$ cat src/rtl/aes_ctr_xor_stage.sv
// aes_ctr_xor_stage: keystream FIFO, plaintext join and registered skid output.
// Define AES_CTR_XOR_STATS_EN to add the blk_count / stall_cycles counters.
module aes_ctr_xor_stage #(
    parameter int DATA_WIDTH    = 128,
    parameter int KS_FIFO_DEPTH = 4
) (
    input  logic                            clk,
    input  logic                            rst,
    input  logic [DATA_WIDTH-1:0]           s_pt_tdata,
    input  logic                            s_pt_tvalid,
    input  logic                            s_pt_tlast,
    output logic                            s_pt_tready,
    input  logic [DATA_WIDTH-1:0]           s_ks_tdata,
    input  logic                            s_ks_tvalid,
    output logic                            s_ks_tready,
    output logic [DATA_WIDTH-1:0]           m_axis_tdata,
    output logic                            m_axis_tvalid,
    output logic                            m_axis_tlast,
    input  logic                            m_axis_tready,
    output logic                            msg_done,
    output logic [$clog2(KS_FIFO_DEPTH):0]  ks_level
`ifdef AES_CTR_XOR_STATS_EN
    ,
    output logic [31:0]                     blk_count,
    output logic [31:0]                     stall_cycles
`endif
);

    localparam int AW = $clog2(KS_FIFO_DEPTH);
    localparam int LW = AW + 1;
    localparam logic [LW-1:0] FULL = LW'(KS_FIFO_DEPTH);

    logic [DATA_WIDTH-1:0] ks_mem [KS_FIFO_DEPTH];
    logic [AW-1:0]         wr_ptr;
    logic [AW-1:0]         rd_ptr;
    logic                  ks_wr;
    logic                  fire;
    logic                  drain;
    logic                  skid_valid;
    logic                  skid_last;
    logic [DATA_WIDTH-1:0] skid_data;
    logic [DATA_WIDTH-1:0] ct_data;

    // Ready depends on registered state only, never on m_axis_tready.
    assign s_ks_tready = (ks_level != FULL);
    assign s_pt_tready = (ks_level != '0) && !skid_valid;
    assign ks_wr       = s_ks_tvalid && s_ks_tready;
    assign fire        = s_pt_tvalid && s_pt_tready;
    assign drain       = m_axis_tvalid && m_axis_tready;
    assign ct_data     = s_pt_tdata ^ ks_mem[rd_ptr];

    always_ff @(posedge clk) begin
        if (ks_wr) begin
            ks_mem[wr_ptr] <= s_ks_tdata;
        end
    end

    always_ff @(posedge clk) begin
        if (rst) begin
            wr_ptr   <= '0;
            rd_ptr   <= '0;
            ks_level <= '0;
        end else begin
            if (ks_wr) begin
                wr_ptr <= wr_ptr + 1'b1;
            end
            if (fire) begin
                rd_ptr <= rd_ptr + 1'b1;
            end
            unique case ({ks_wr, fire})
                2'b10:   ks_level <= ks_level + 1'b1;
                2'b01:   ks_level <= ks_level - 1'b1;
                default: ks_level <= ks_level;
            endcase
        end
    end

    // fire implies the skid slot is empty, so it never collides with a skid move.
    always_ff @(posedge clk) begin
        if (rst) begin
            m_axis_tvalid <= 1'b0;
            m_axis_tlast  <= 1'b0;
            m_axis_tdata  <= '0;
            skid_valid    <= 1'b0;
            skid_last     <= 1'b0;
            skid_data     <= '0;
            msg_done      <= 1'b0;
        end else begin
            msg_done <= drain && m_axis_tlast;
            if (fire && (!m_axis_tvalid || m_axis_tready)) begin
                m_axis_tvalid <= 1'b1;
                m_axis_tdata  <= ct_data;
                m_axis_tlast  <= s_pt_tlast;
            end else if (fire) begin
                skid_valid <= 1'b1;
                skid_data  <= ct_data;
                skid_last  <= s_pt_tlast;
            end else if (drain) begin
                if (skid_valid) begin
                    m_axis_tdata <= skid_data;
                    m_axis_tlast <= skid_last;
                    skid_valid   <= 1'b0;
                end else begin
                    m_axis_tvalid <= 1'b0;
                end
            end
        end
    end

`ifdef AES_CTR_XOR_STATS_EN
    always_ff @(posedge clk) begin
        if (rst) begin
            blk_count    <= '0;
            stall_cycles <= '0;
        end else begin
            if (drain && (blk_count != '1)) begin
                blk_count <= blk_count + 32'd1;
            end
            if (s_pt_tvalid && !s_pt_tready && (ks_level == '0)
                && (stall_cycles != '1)) begin
                stall_cycles <= stall_cycles + 32'd1;
            end
        end
    end
`endif

endmodule

$ cat config.mk
export PLATFORM = sky130hd
export DESIGN_NAME = aes_ctr_xor_stage
export DESIGN_NICKNAME = d
export VERILOG_FILES = /design/src/rtl/aes_ctr_xor_stage.sv
export SDC_FILE = /design/constraint.sdc
export NUM_CORES = 1
export LEC_CHECK = 0
export ABC_AREA = 1
export CORE_ASPECT_RATIO = 0.6
export CORE_UTILIZATION = 55
export DETAILED_ROUTE_END_ITERATION = 16
export PLACE_DENSITY = 0.77
export SYNTH_ARGS = -nofsm -noshare
export SYNTH_HDL_FRONTEND = slang
export SYNTH_SLANG_ARGS = --single-unit
$ cat constraint.sdc
create_clock -name clk -period 18.6 [get_ports clk]
set_input_delay 5.58 -clock clk [delete_from_list [all_inputs] [get_ports clk]]
set_output_delay 5.58 -clock clk [all_outputs]
set_load 0.01 [all_outputs]
* Word level (Yosys, flattened, before mapping) *
Memory sizes are Yosys's and may differ from the RTL's. A register that Yosys moved wholly into a read port is not among the register bits.
Index checks and enable logic that the tools add are counted.

operators by class
  $add $sub $neg = 4
  equal/unequal tests = 5
  muxes and demuxes = 19
  bitwise logic cells = 2
  reduce and logical (&&, ||, !) cells = 18

operator list
  cell                                                    number
  2-to-1 mux 128 bit                                      4
  XOR 128 bit                                             1
  2-to-1 mux 1 bit                                        12
  nonzero test 2 bit                                      4
  logical AND 1 bit                                       6
  case mux 3 bit (2 select lines)                         1
  AND reduction 3 bit                                     2
  adder 2 x 1 -> 2 bit (second input constant)            2
  2-to-1 mux 2 bit                                        2
  inequality test 2 x 1 -> 1 bit (second input constant)  2
  AND reduction 2 bit                                     2
  adder 3 x 1 -> 3 bit (second input constant)            1
  inequality test 3 bit (second input constant)           1
  nonzero test 3 bit                                      1
  subtractor 3 x 1 -> 3 bit (second input constant)       1
  equality test 2 x 1 -> 1 bit (second input constant)    1
  equality test 2 bit (second input constant)             1
  logical NOT 1 bit                                       2
  logical OR 1 bit                                        1
  inverter 1 bit                                          1

storage, ports and cells
  register bits after elaboration = 268
  memory bits (writable) = 512
  bits of input ports = 262
  output and inout bits = 136
  word-level logic and storage cells = 59
  memories kept = 1

memories
  name    words  width  rd ports  clocked after Yosys merged registers in  write ports  line  text
  ks_mem  4      128    1         1                                        1            33    logic [DATA_WIDTH-1:0] ks_mem [KS_FIFO_DEPTH];

* Logic depth before layout (Yosys ltp) *
  depth after elaboration = 6
  depth in mapped cells = 12

* Worst setup path after synthesis *
Ideal clock, no wire load.

  kind = input to register
  from = in s_ks_tvalid
  to = mem ks_mem[0][0] (enable)
  arrival time = 11.076 ns
  data required time = 17.983 ns
  slack = 6.906 ns
  stages = 2
  cells stage by stage = nand2_1 -> nor2_1

between the ends
  cells in the longest elaborated chain, start to end = 3

ends and longest elaborated chain
  element                                 line  text
  start, declared                         14    input logic s_ks_tvalid,
  logical AND 1 bit                       47    assign ks_wr = s_ks_tvalid && s_ks_tready;
  2-to-1 mux 1 bit                        53    if (ks_wr) begin
  2-to-1 mux 1 bit (not written as such)  54    ks_mem[wr_ptr] <= s_ks_tdata;
  end, declared                           33

Every way passes these cells.

* Worst setup path in the final report *
  from = in s_pt_tvalid
  to = reg m_axis_tdata[77]

between the ends
  cells in the longest elaborated chain, start to end = 4

ends and longest elaborated chain
  element                                                                                line  text
  start, declared                                                                        10    input logic s_pt_tvalid,
  logical AND 1 bit *                                                                    48    assign fire = s_pt_tvalid && s_pt_tready;
  logical AND 1 bit                                                                      90    if (fire && (!m_axis_tvalid || m_axis_tready)) begin
  inequality test 2 x 1 -> 1 bit (no line) / nonzero test 2 bit (equally long branches)  --
  AND reduction 3 bit (no line)                                                          --
  end signal, assigned                                                                   92    m_axis_tdata <= ct_data;
  end signal, assigned                                                                   100   m_axis_tdata <= skid_data;
  end, declared                                                                          16    output logic [DATA_WIDTH-1:0] m_axis_tdata,

Mark *: on every way between the ends. The rest lies on a longest branch, timed or not.
A chain may end at the register's enable or synchronous reset.

==> impl_metrics.yaml <==
place:
  placed_area_mm2: 0.0381
  place_congestion: 0.802
  port_buffers: 397
  post-dp-hpwl_mm: 50.4
  place_ws_ns: 9.71
  placed_cells: 4670
critical_path:
  crit_path_start_kind: "input pin"
  end_kind: "flop"
  required_ns: 19.06
  critPathArrivalTime_ns: 8.68
  worstSetupPathType: "in2reg"
  critPathMaxFanout: 71
floorplanning:
  die_x_um: 323
  core_area_mm2: 0.0610
  fp-row-count: 70
  io_pins: 398
  dieArea_mm2: 0.0629
  die_h_um: 195
  start_util_pct: 55.7
drt:
  wl_per_cell_um: 18.4
  antenna_left: 0
  drt_iter0_drc: 2030
  vias_per_cell: 5.26
  drc: 0
  drt-pass1-iter-count: 6
  vias: 25300
  wirelength_mm: 88.6
sta:
  rsz0062_at_grt: "false"
  slew_viol_final: 0
  worst_pin_slew_ns: 1.14
  finalSetupViolations: 0
  finClkSkew_ns: 0.0150
  period_share_pct: 44.2
  tns_ns: 0
  setup_ws_ns: 10.38
  fmax_mhz: 122
  maxSlewHeadroom_pct: 24.3
  hold_viol: 0
  finalCriticalPeriod_ns: 8.22
layout:
  fill_cells: 4806
  stdcell_area_mm2: 0.0405
  nets: 4185
  area_growth_pct: 19.0
  stdcell_count: 4816
  drive_gt1_share_pct: 7.44
yosys:
  synth_top_family_by_area: "simple AND/OR/NAND/NOR gates"
  ys_seq_elements: 782
  synthTopCellsByArea: "edfxtp_1 (45%), dfxtp_1 (16%), nand2_1 (14%), nand3_1 (5.7%), nor2_1 (2.9%)"
  syn_area_per_cell_um2: 9.41
  synthDistinctLibCells: 29
  synthSimpleGateAreaFrac_pct: 28.2
  synth-xor-area-share_pct: 0
  synth_compound_area_share_pct: 5.26
  netlist_area_mm2: 0.0340
  synthMuxAreaShare_pct: 0
  yosysTopAreaCellShare_pct: 45.2
  yosysMostFrequentCell: "nand2_1"
  synth_ff_type: "edfxtp_1"
  synth.top_cells.by_count: "nand2_1 (1288), edfxtp_1 (512), nand3_1 (388)"
  synth_nets: 3883
  async_flop_share_pct: 0
  ys_warn_count: 0
  synth_top_cell_by_area: "edfxtp_1"
  synthCells: 3615
  ys_seq_area_share_pct: 61.1
  synth_fa_ha_area_share_pct: 0.243
  synth_edf_count: 512
clock_tree:
  cts_tree: "built"
  clkTransAtPathRegs_ns: 0.06
  cts_max_path_buffers: 3
  cts_hold_buffers: 0
  post_cts_buffers: 0
  h-tree-depth: 3
  clock_latency_ns: 0.63
  cts.repair.resized: 0
  clock-sinks: 782
  cts_root_buf: "clkbuf_16"
  cts_made_buffers: 73
global_route:
  grt_overflow: 0
  grt_pass1_vias: 23900
  grt_max_degree: 187
  antenna_found_initial: 11
  grt_first_pass_wirelength_mm: 136
  grt_usage_pct: 28.3
power:
  power_uw: 5490
  leakagePower_uw: 0.0162
  ir_worst_vdd_mv: 0.0903
  powerDensity_mw_per_mm2: 136
hold_path:
  hp-class: "reg2reg"
run_status:
  status: "complete, no violations"
job:
  maxCapViolCount: 0
-- cell usage in the layout (no fill, tap or decap), drive strengths merged --
| cell type | instances |
|---|---|
| clkbuf | 105 |
| o21ai | 136 |
| buf | 28 |
| inv | 153 |
| clkinvlp | 1 |
| nand4 | 1 |
| nand3 | 390 |
| clkinv | 22 |
| fa | 1 |
| or2 | 128 |
| dfxtp | 270 |
| clkdlybuf4s50 | 397 |
| diode | 10 |
| nand2 | 1290 |
| a31oi | 2 |
| bufinv | 4 |
| o21bai | 1 |
| a21oi | 138 |
| ha | 5 |
| nand3b | 128 |
| edfxtp | 512 |
| and3 | 1 |
| nor2 | 265 |
-- final cells by class --
| cell class | count | area (µm²) | share of cell area (%) |
|---|---|---|---|
| flip-flops and latches | 782 | 20800 | 51.3 |
| multi-input cells | 2486 | 11500 | 28.4 |
| repair buffers | 425 | 4180 | 10.3 |
| clock buffers | 105 | 2070 | 5.11 |
| well taps | 828 | 1040 | 2.56 |
| inverters | 149 | 588 | 1.45 |
| clock inverters | 31 | 300 | 0.742 |
| diodes | 10 | 25.0 | 0.0618 |
-- stage by stage --
step                      utilization [%]  hold WS (ns)
after global routing                 66.3         0.534
after detailed placement             62.4         0.488
after CTS                            66.3         0.508
after global placement               62.4         0.483
after floorplan                         -         0.463
final                                66.3         0.506
-- sequential cells by signal, indices dropped and copies added, names as in the netlist, named ones only --
| signal | count |
|---|---|
| m_axis_tdata | 128 |
| m_axis_tvalid | 1 |
| rd_ptr | 2 |
| skid_valid | 1 |
| ks_level | 3 |
| msg_done | 1 |
| m_axis_tlast | 1 |
| skid_data | 128 |
| ks_mem | 512 |
| skid_last | 1 |
| wr_ptr | 2 |
-- power by group --
group | internal (µW) | switching [µW] | leakage, µW
sequential | 2100 | 109 | 0.00690
combinational | 663 | 1130 | 0.00809
clock | 838 | 652 | 0.00117
-- metal layers --
metal / part of all wire, % / global-route usage, % / vias up / wire length (µm)
met1: 45 / 40.8 / 11700 / 40200
li1: - / - / 12600 / -
met2: 45 / 43.3 / 869 / 39600
met3: 7.1 / 4.96 / 169 / 6330
met5: 0.037 / 0 / - / 33
met4: 2.8 / 9.51 / 6 / 2480
-- worst paths after layout --
path,startpoint,to,slack [ns],cells past startpoint
max,s_pt_tvalid,m_axis_tdata[77],10.38,7
min,skid_data[14],skid_data[14],0.51,2
max reg2reg,ks_level[1],m_axis_tdata[77],15.23,8
min reg2reg,skid_data[14],skid_data[14],0.51,2
-- cell families (layout without fill, tap and decap cells) --
kind of cell,Yosys count,after routing
AOI/OAI and AO/OA,277,277
adders and majority gates,6,6
buffers and inverters,347,710
DFF,782,782
other,0,10
and+or+nand+nor,2203,2203
-- worst max-delay path: stages --
cell and delay, ns:
clkdlybuf4s50_1 0.53, nand3_4 0.17, nand2_2 0.12, nand2_4 0.33, inv_8 0.72, buf_4 1.00, a21oi_1 0.16
Note: power is estimated with default switching activity, not from simulation.
